<file path="src/rtl/rgmii_pkg.sv">
// rgmii_pkg
//   Shared types and constants for the RGMII receive decoder.
//   - rx_state_t   : frame FSM states
//   - link_speed_t : in-band speed codes (00 = 10, 01 = 100, 10 = 1000)
//   - PREAMBLE_BYTE / SFD_BYTE : preamble filler and start-of-frame delimiter
//   - sat_inc      : 16-bit saturating increment used by the length counter
package rgmii_pkg;

    typedef enum logic [1:0] {
        ST_IDLE     = 2'd0,
        ST_PREAMBLE = 2'd1,
        ST_DATA     = 2'd2,
        ST_DROP     = 2'd3
    } rx_state_t;

    typedef enum logic [1:0] {
        SPEED_10   = 2'b00,
        SPEED_100  = 2'b01,
        SPEED_1000 = 2'b10
    } link_speed_t;

    localparam logic [7:0] PREAMBLE_BYTE = 8'h55;
    localparam logic [7:0] SFD_BYTE      = 8'hD5;

    function automatic logic [15:0] sat_inc(input logic [15:0] v);
        return (v == 16'hFFFF) ? v : v + 16'd1;
    endfunction

endpackage

</file>
<file path="src/rtl/rgmii_nibble_packer.sv">
// rgmii_nibble_packer
//   Turns the IDDR nibble pair into bytes.
//   1000 mode: one byte per dv cycle, {fall, rise}.
//   10/100 mode: rise nibbles packed low-first, a byte every second dv cycle.
// Ports:
//   i_clk, i_rst_n   : clock, async active-low reset
//   i_speed1000      : effective speed for this cycle (1 = byte per cycle)
//   i_dv             : RX_DV
//   i_rxd_rise/fall  : nibbles from the IDDR
//   o_byte           : assembled byte (combinational, qualified by o_byte_valid)
//   o_byte_valid     : a byte completes this cycle
//   o_odd            : a low nibble is pending (odd nibble count so far)
module rgmii_nibble_packer (
    input  logic       i_clk,
    input  logic       i_rst_n,
    input  logic       i_speed1000,
    input  logic       i_dv,
    input  logic [3:0] i_rxd_rise,
    input  logic [3:0] i_rxd_fall,
    output logic [7:0] o_byte,
    output logic       o_byte_valid,
    output logic       o_odd
);

    logic       r_phase;
    logic [3:0] r_low;

    always_comb begin
        if (i_speed1000) begin
            o_byte       = {i_rxd_fall, i_rxd_rise};
            o_byte_valid = i_dv;
        end else begin
            o_byte       = {i_rxd_rise, r_low};
            o_byte_valid = i_dv & r_phase;
        end
    end

    assign o_odd = r_phase;

    // Phase restarts whenever dv is low, so the first nibble after a dv rise
    // always lands in the low half.
    always_ff @(posedge i_clk or negedge i_rst_n) begin
        if (!i_rst_n) begin
            r_phase <= 1'b0;
            r_low   <= '0;
        end else if (!i_dv || i_speed1000) begin
            r_phase <= 1'b0;
        end else begin
            r_phase <= ~r_phase;
            if (!r_phase) r_low <= i_rxd_rise;
        end
    end

endmodule

</file>
<file path="src/rtl/rgmii_rx_decoder.sv">
// rgmii_rx_decoder
//   RGMII receive frame decoder: strips preamble/SFD, delivers frame bytes
//   with a one-byte hold buffer so the last byte can carry end/err/len.
//   Optional in-band link status decode: define RGMII_INBAND_STATUS_EN.
// Parameters:
//   P_STRIP_PREAMBLE : 1 = drop preamble/SFD, 0 = deliver everything from dv rise
//   P_MAX_LEN        : maximum delivered bytes per frame (64..65535)
// Ports:
//   i_clk, i_rst_n            : RX clock, async active-low reset
//   i_speed1000               : 1 = 1000 mode, 0 = 10/100 (sampled only in IDLE)
//   i_rxd_rise, i_rxd_fall    : IDDR data nibbles
//   i_rxctl_rise, i_rxctl_fall: RX_DV and RX_DV^RX_ER
//   o_rx_data, o_rx_valid     : delivered byte
//   o_rx_end, o_rx_err, o_rx_len : last-byte marker, frame error, byte count
//   o_link_up, o_link_speed, o_full_duplex : in-band status (0 when disabled)
module rgmii_rx_decoder #(
    parameter int P_STRIP_PREAMBLE = 1,
    parameter int P_MAX_LEN        = 1522
) (
    input  logic        i_clk,
    input  logic        i_rst_n,
    input  logic        i_speed1000,
    input  logic [3:0]  i_rxd_rise,
    input  logic [3:0]  i_rxd_fall,
    input  logic        i_rxctl_rise,
    input  logic        i_rxctl_fall,
    output logic [7:0]  o_rx_data,
    output logic        o_rx_valid,
    output logic        o_rx_end,
    output logic        o_rx_err,
    output logic [15:0] o_rx_len,
    output logic        o_link_up,
    output logic [1:0]  o_link_speed,
    output logic        o_full_duplex
);

    import rgmii_pkg::*;

    localparam rx_state_t LP_FIRST_STATE = (P_STRIP_PREAMBLE != 0) ? ST_PREAMBLE : ST_DATA;

    rx_state_t   r_state;
    logic        r_speed;
    logic        r_armed;
    logic [7:0]  r_hold;
    logic        r_hold_valid;
    logic [15:0] r_count;
    logic        r_err;

    logic        w_dv;
    logic        w_er;
    logic        w_start;
    logic        w_speed;
    rx_state_t   w_cur;
    logic [7:0]  w_byte;
    logic        w_byte_valid;
    logic        w_odd;
    logic [16:0] w_index;

    assign w_dv    = i_rxctl_rise;
    assign w_er    = i_rxctl_rise ^ i_rxctl_fall;
    // r_armed means dv was low last cycle: only a true dv rise starts a frame,
    // which also keeps a frame that was in flight across reset from being picked up.
    assign w_start = (r_state == ST_IDLE) && w_dv && r_armed;
    assign w_speed = (r_state == ST_IDLE) ? i_speed1000 : r_speed;
    // Position (1-based) of the byte completing now: delivered + held + this one.
    assign w_index = {1'b0, r_count} + {16'd0, r_hold_valid} + 17'd1;

    // The dv-rise cycle already carries frame data, so it is processed in the
    // state the frame is entering rather than in IDLE.
    always_comb begin
        w_cur = r_state;
        if (w_start) w_cur = LP_FIRST_STATE;
    end

    rgmii_nibble_packer u_packer (
        .i_clk        (i_clk),
        .i_rst_n      (i_rst_n),
        .i_speed1000  (w_speed),
        .i_dv         (w_dv),
        .i_rxd_rise   (i_rxd_rise),
        .i_rxd_fall   (i_rxd_fall),
        .o_byte       (w_byte),
        .o_byte_valid (w_byte_valid),
        .o_odd        (w_odd)
    );

    always_ff @(posedge i_clk or negedge i_rst_n) begin
        if (!i_rst_n) begin
            r_state      <= ST_IDLE;
            r_speed      <= 1'b0;
            r_armed      <= 1'b0;
            r_hold       <= '0;
            r_hold_valid <= 1'b0;
            r_count      <= '0;
            r_err        <= 1'b0;
            o_rx_data    <= '0;
            o_rx_valid   <= 1'b0;
            o_rx_end     <= 1'b0;
            o_rx_err     <= 1'b0;
            o_rx_len     <= '0;
        end else begin
            o_rx_valid <= 1'b0;
            o_rx_end   <= 1'b0;
            o_rx_err   <= 1'b0;
            o_rx_len   <= '0;
            r_armed    <= ~w_dv;
            r_speed    <= w_speed;

            case (w_cur)
                ST_IDLE: begin
                    r_state <= ST_IDLE;
                end

                ST_PREAMBLE: begin
                    if (!w_dv) begin
                        r_state <= ST_IDLE;
                        r_err   <= 1'b0;
                    end else begin
                        r_err <= r_err | w_er;
                        if (w_byte_valid) begin
                            if (w_byte == SFD_BYTE)           r_state <= ST_DATA;
                            else if (w_byte == PREAMBLE_BYTE) r_state <= ST_PREAMBLE;
                            else                              r_state <= ST_DROP;
                        end else begin
                            r_state <= ST_PREAMBLE;
                        end
                    end
                end

                ST_DATA: begin
                    if (!w_dv) begin
                        if (r_hold_valid) begin
                            o_rx_data  <= r_hold;
                            o_rx_valid <= 1'b1;
                            o_rx_end   <= 1'b1;
                            o_rx_err   <= r_err | w_odd;
                            o_rx_len   <= sat_inc(r_count);
                        end
                        r_state      <= ST_IDLE;
                        r_hold_valid <= 1'b0;
                        r_count      <= '0;
                        r_err        <= 1'b0;
                    end else begin
                        r_err   <= r_err | w_er;
                        r_state <= ST_DATA;
                        if (w_byte_valid) begin
                            if (r_hold_valid) begin
                                o_rx_data  <= r_hold;
                                o_rx_valid <= 1'b1;
                                r_count    <= sat_inc(r_count);
                            end
                            r_hold       <= w_byte;
                            r_hold_valid <= 1'b1;
                            // Limit byte stays in the hold buffer and is flushed
                            // from DROP next cycle as the errored end byte.
                            if (w_index == 17'(P_MAX_LEN)) r_state <= ST_DROP;
                        end
                    end
                end

                ST_DROP: begin
                    if (r_hold_valid) begin
                        o_rx_data    <= r_hold;
                        o_rx_valid   <= 1'b1;
                        o_rx_end     <= 1'b1;
                        o_rx_err     <= 1'b1;
                        o_rx_len     <= sat_inc(r_count);
                        r_hold_valid <= 1'b0;
                    end
                    r_count <= '0;
                    if (!w_dv) begin
                        r_state <= ST_IDLE;
                        r_err   <= 1'b0;
                    end else begin
                        r_state <= ST_DROP;
                    end
                end

                default: r_state <= ST_IDLE;
            endcase
        end
    end

`ifdef RGMII_INBAND_STATUS_EN
    logic [3:0] r_stat_prev;
    logic       r_stat_seen;

    // Status nibble is accepted only when two consecutive qualifying idle
    // samples agree, so a single glitched cycle never reaches the outputs.
    always_ff @(posedge i_clk or negedge i_rst_n) begin
        if (!i_rst_n) begin
            r_stat_prev   <= '0;
            r_stat_seen   <= 1'b0;
            o_link_up     <= 1'b0;
            o_link_speed  <= SPEED_10;
            o_full_duplex <= 1'b0;
        end else if (r_state == ST_IDLE && !w_dv && !w_er) begin
            r_stat_prev <= i_rxd_rise;
            r_stat_seen <= 1'b1;
            if (r_stat_seen && r_stat_prev == i_rxd_rise) begin
                o_link_up     <= i_rxd_rise[0];
                o_link_speed  <= i_rxd_rise[2:1];
                o_full_duplex <= i_rxd_rise[3];
            end
        end else begin
            r_stat_seen <= 1'b0;
        end
    end
`else
    assign o_link_up     = 1'b0;
    assign o_link_speed  = SPEED_10;
    assign o_full_duplex = 1'b0;
`endif

endmodule

</file>
<file path="config.mk">
export PLATFORM = sky130hd
export DESIGN_NAME = rgmii_rx_decoder
export DESIGN_NICKNAME = d
export VERILOG_FILES = /design/src/rtl/rgmii_pkg.sv /design/src/rtl/rgmii_nibble_packer.sv /design/src/rtl/rgmii_rx_decoder.sv
export SDC_FILE = /design/constraint.sdc
export NUM_CORES = 1
export LEC_CHECK = 0
export ABC_AREA = 0
export ABC_CLOCK_PERIOD_IN_PS = 2100
export CAP_MARGIN = 5
export CORE_MARGIN = 8
export CORE_UTILIZATION = 51
export CTS_BUF_LIST = sky130_fd_sc_hd__clkbuf_8
export CTS_CLUSTER_DIAMETER = 40
export CTS_CLUSTER_SIZE = 16
export DETAILED_ROUTE_END_ITERATION = 6
export MAX_ROUTING_LAYER = met4
export PLACE_DENSITY = 0.78
export SETUP_SLACK_MARGIN = 0.5
export SLEW_MARGIN = 30
export SYNTH_ARGS = -nofsm -noshare
export SYNTH_HDL_FRONTEND = slang
export SYNTH_SLANG_ARGS = --single-unit
</file>
<file path="constraint.sdc">
create_clock -name i_clk -period 2.1 [get_ports i_clk]
set_clock_uncertainty 0.2 [all_clocks]
set_input_delay 0.63 -clock i_clk [delete_from_list [all_inputs] [get_ports i_clk]]
set_output_delay 0.63 -clock i_clk [all_outputs]
set_load 0.01 [all_outputs]
</file>
==> impl_metrics.yaml <==
yosys:
  synth_top_area_share_pct: 48.1
  synth_top_area_cell: "dfrtp_1"
  synth.distinct_cells: 52
  avgSynthCellArea_sq_um: 10.1
  ys_warn_count: 0
  synth_seq_area_share_pct: 48.1
  synth-async-reset-ratio_pct: 100
  ys.flop_type: "dfrtp_1"
  synth_most_common_cell: "dfrtp_1"
  synth_edf_count: 0
  synthCells: 321
  syn_area_sq_mm: 0.00323
  ys_seq_elements: 62
  synth_common_cells: "dfrtp_1 (62), nand2_1 (26), nor2_1 (25), o21ai_0 (23), a21oi_1 (20)"
  synth_area_leaders: "dfrtp_1 (48%), xnor2_1 (4.6%), mux2_2 (3.8%)"
clock_tree:
  clk_latency_ns: 0.35
  h-tree-depth: 3
  clk_pin_slew_ns: 0.07
  clockBufferDepth: 2
  cts_made_buffers: 9
  clock_sinks: 62
  cts_root_buf: "clkbuf_8"
  cts_tree: "done"
cells_and_area:
  fin_nets: 457
  diodes: 0
  area_growth_pct: 44.9
  fillers: 410
  post-route-util_pct: 74.9
  drive_gt1_share_pct: 43.4
run_status:
  violations: "setup timing"
  status: "finished, violations left"
timing:
  post-route-period-util_pct: 105
  finalSetupTns_ns: -0.434
  hold_viol: 0
  rsz0062_at_grt: "true"
  setup_ws_ns: -0.106
  timing.hold.ws_ns: 0.279
  fmax_ghz: 0.453
  slew_viol_final: 0
  setup_viol: 11
  min_period_ns: 2.21
setup_path:
  r2r_slack_ns: -0.11
  rr_worst_depth: 8
  cp-start-kind: "flop"
  path_class: "reg2reg"
  required_ns: 2.18
  cp-end-kind: "flop"
  critPathMaxFanout: 5
  critPathArrivalTime_ns: 2.28
  r2r_start: "r_count[0]$_DFFE_PN0P_"
  critical_path.reg2reg.endpoint: "r_count[15]$_DFFE_PN0P_"
grt:
  grt_max_degree: 35
  grt_pass1_vias: 3072
  grt_overflow: 0
  antenna_found_initial: 0
  grt.total_usage_pct: 22.4
  grt_pass1_wl_mm: 15.2
placed_design:
  post-dp-hpwl_mm: 6.02
  routabilityCongestion: 0.907
  io_buffers: 39
routing:
  ant_nets: 0
  vias: 3032
  dr.first_iter.drc_count: 297
  drt-wirelength-per-cell_um: 18.5
  drt_pass1_iterations: 5
  wl_mm: 9.65
  vias_per_cell: 5.81
  drc_errors: 0
die:
  start_util_pct: 51.7
  die_x_um: 95.6
  dieArea_sq_mm: 0.00913
  die_h_um: 95.6
  io_pins: 44
  rows: 29
  coreArea_sq_mm: 0.00624
power_and_ir_drop:
  power_density_mw_per_mm2: 741
  peakVddDrop_uv: 547
  p_leak_nw: 2.19
  totalPowerFinal_mw: 3.47
job:
  cap_viol_max_count: 0
min_path:
  hold_path_depth: 2
  hold_path_end: "r_hold[7]$_DFFE_PN0P_"
  hp-start: "r_hold[7]$_DFFE_PN0P_"
  hp-class: "reg2reg"
[sequential cells by signal, indices dropped and copies added (netlist names)]
| signal | count |
|---|---|
| o_rx_data | 8 |
| o_rx_end | 1 |
| o_rx_err | 1 |
| o_rx_len | 16 |
| o_rx_valid | 1 |
| r_armed | 1 |
| r_count | 16 |
| r_err | 1 |
| r_hold | 8 |
| r_hold_valid | 1 |
| r_speed | 1 |
| r_state | 2 |
| u_packer.o_odd | 1 |
| u_packer.r_low | 4 |
[worst max path at each step]
stage	startpoint	end	slack, ns	depth (start not counted)
after floorplan	i_speed1000	r_state[0]$_DFF_PN0_	0.02	6
after global placement	i_speed1000	r_count[0]$_DFFE_PN0P_	-0.54	8
after detailed placement	i_speed1000	r_count[7]$_DFFE_PN0P_	-0.58	9
after CTS	r_count[0]$_DFFE_PN0P_	r_state[0]$_DFF_PN0_	-0.1	8
after global routing	r_count[0]$_DFFE_PN0P_	r_state[0]$_DFF_PN0_	-0.15	9
final	r_count[0]$_DFFE_PN0P_	r_count[15]$_DFFE_PN0P_	-0.11	8
[cell type report]
cell class	count	area, sq um	share of cell area, %
well taps	77	96.3	2.06
flip-flops and latches	62	1560	33.3
repair buffers	124	1010	21.5
clock inverters	4	16.3	0.348
inverters	16	61.3	1.31
clock buffers	11	151	3.24
multi-input cells	228	1790	38.3
[cells in the final DEF (no fill, tap or decap), types with 5 or more instances in the layout]
master,netlist,final
inv_1,15,18
buf_6,3,19
nand4_1,9,9
mux2_2,11,10
clkdlybuf4s50_1,0,9
or3_1,6,5
buf_4,5,64
a21o_1,5,5
nor3_1,8,5
mux2i_1,8,8
o21ai_0,23,15
nor2_1,25,22
nand2_1,26,23
nand3_1,13,9
xnor2_1,17,14
o21ai_1,0,7
buf_2,4,26
clkbuf_8,5,11
dfrtp_1,62,59
a21oi_1,20,16
[critical path, stage by stage (launching register included)]
cell and delay, ns:
dfrtp_1 0.40, buf_4 0.15, ha_4 0.16, nand3_4 0.07, nor4_4 0.05, buf_6 0.14
or4_4 0.51, or3_4 0.39, o21ai_2 0.06
[through the flow]
step	area [sq um]	setup WS, ns	std cells
6_report	4680	-0.106	522
5_1_grt	4680	-0.148	522
4_1_cts	4510	-0.0970	514
3_5_place_dp	4120	-0.581	476
3_3_place_gp	4120	-0.535	476
2_1_floorplan	3380	0.0154	324
[cell families after synthesis]
group / Yosys count / share of synthesized area (%)
multiplexers: 19 / 6.32
flip-flops: 62 / 48.1
buffers and inverters: 37 / 7.29
AND/OR/NAND/NOR: 115 / 19.7
AO/OA/AOI/OAI: 66 / 12.5
adder cells (fa/ha/maj): 3 / 1.16
other: 1 / 0.116
XOR/XNOR: 18 / 4.88
[where the power goes]
part | switching [mW] | total (mW) | internal (mW) | leakage (nW)
Combinational | 0.484 | 1.00 | 0.518 | 1.27
Clock | 0.455 | 0.926 | 0.471 | 0.0990
Sequential | 0.131 | 1.54 | 1.41 | 0.821
[metal layers]
| metal | track usage [%] | up-vias | part of all wire, % | wire [um] |
|---|---|---|---|---|
| met5 | - | - | 0 | 0 |
| li1 | - | 1374 | - | - |
| met3 | 3.54 | 36 | 6.9 | 670 |
| met1 | 28.6 | 1478 | 42 | 4030 |
| met2 | 33.5 | 144 | 48 | 4660 |
| met4 | 12.0 | 0 | 3.1 | 299 |
[what timing repair did]
action                     4_1_cts  5_1_grt
pin swaps                       22       12
hold buffers                     1        0
hold endpoints to repair        13        0
setup endpoints to repair       88       87
gates cloned                     3        0
buffers inserted                19        8
gates resized for setup        156       21
(Power assumes the default switching activity.)
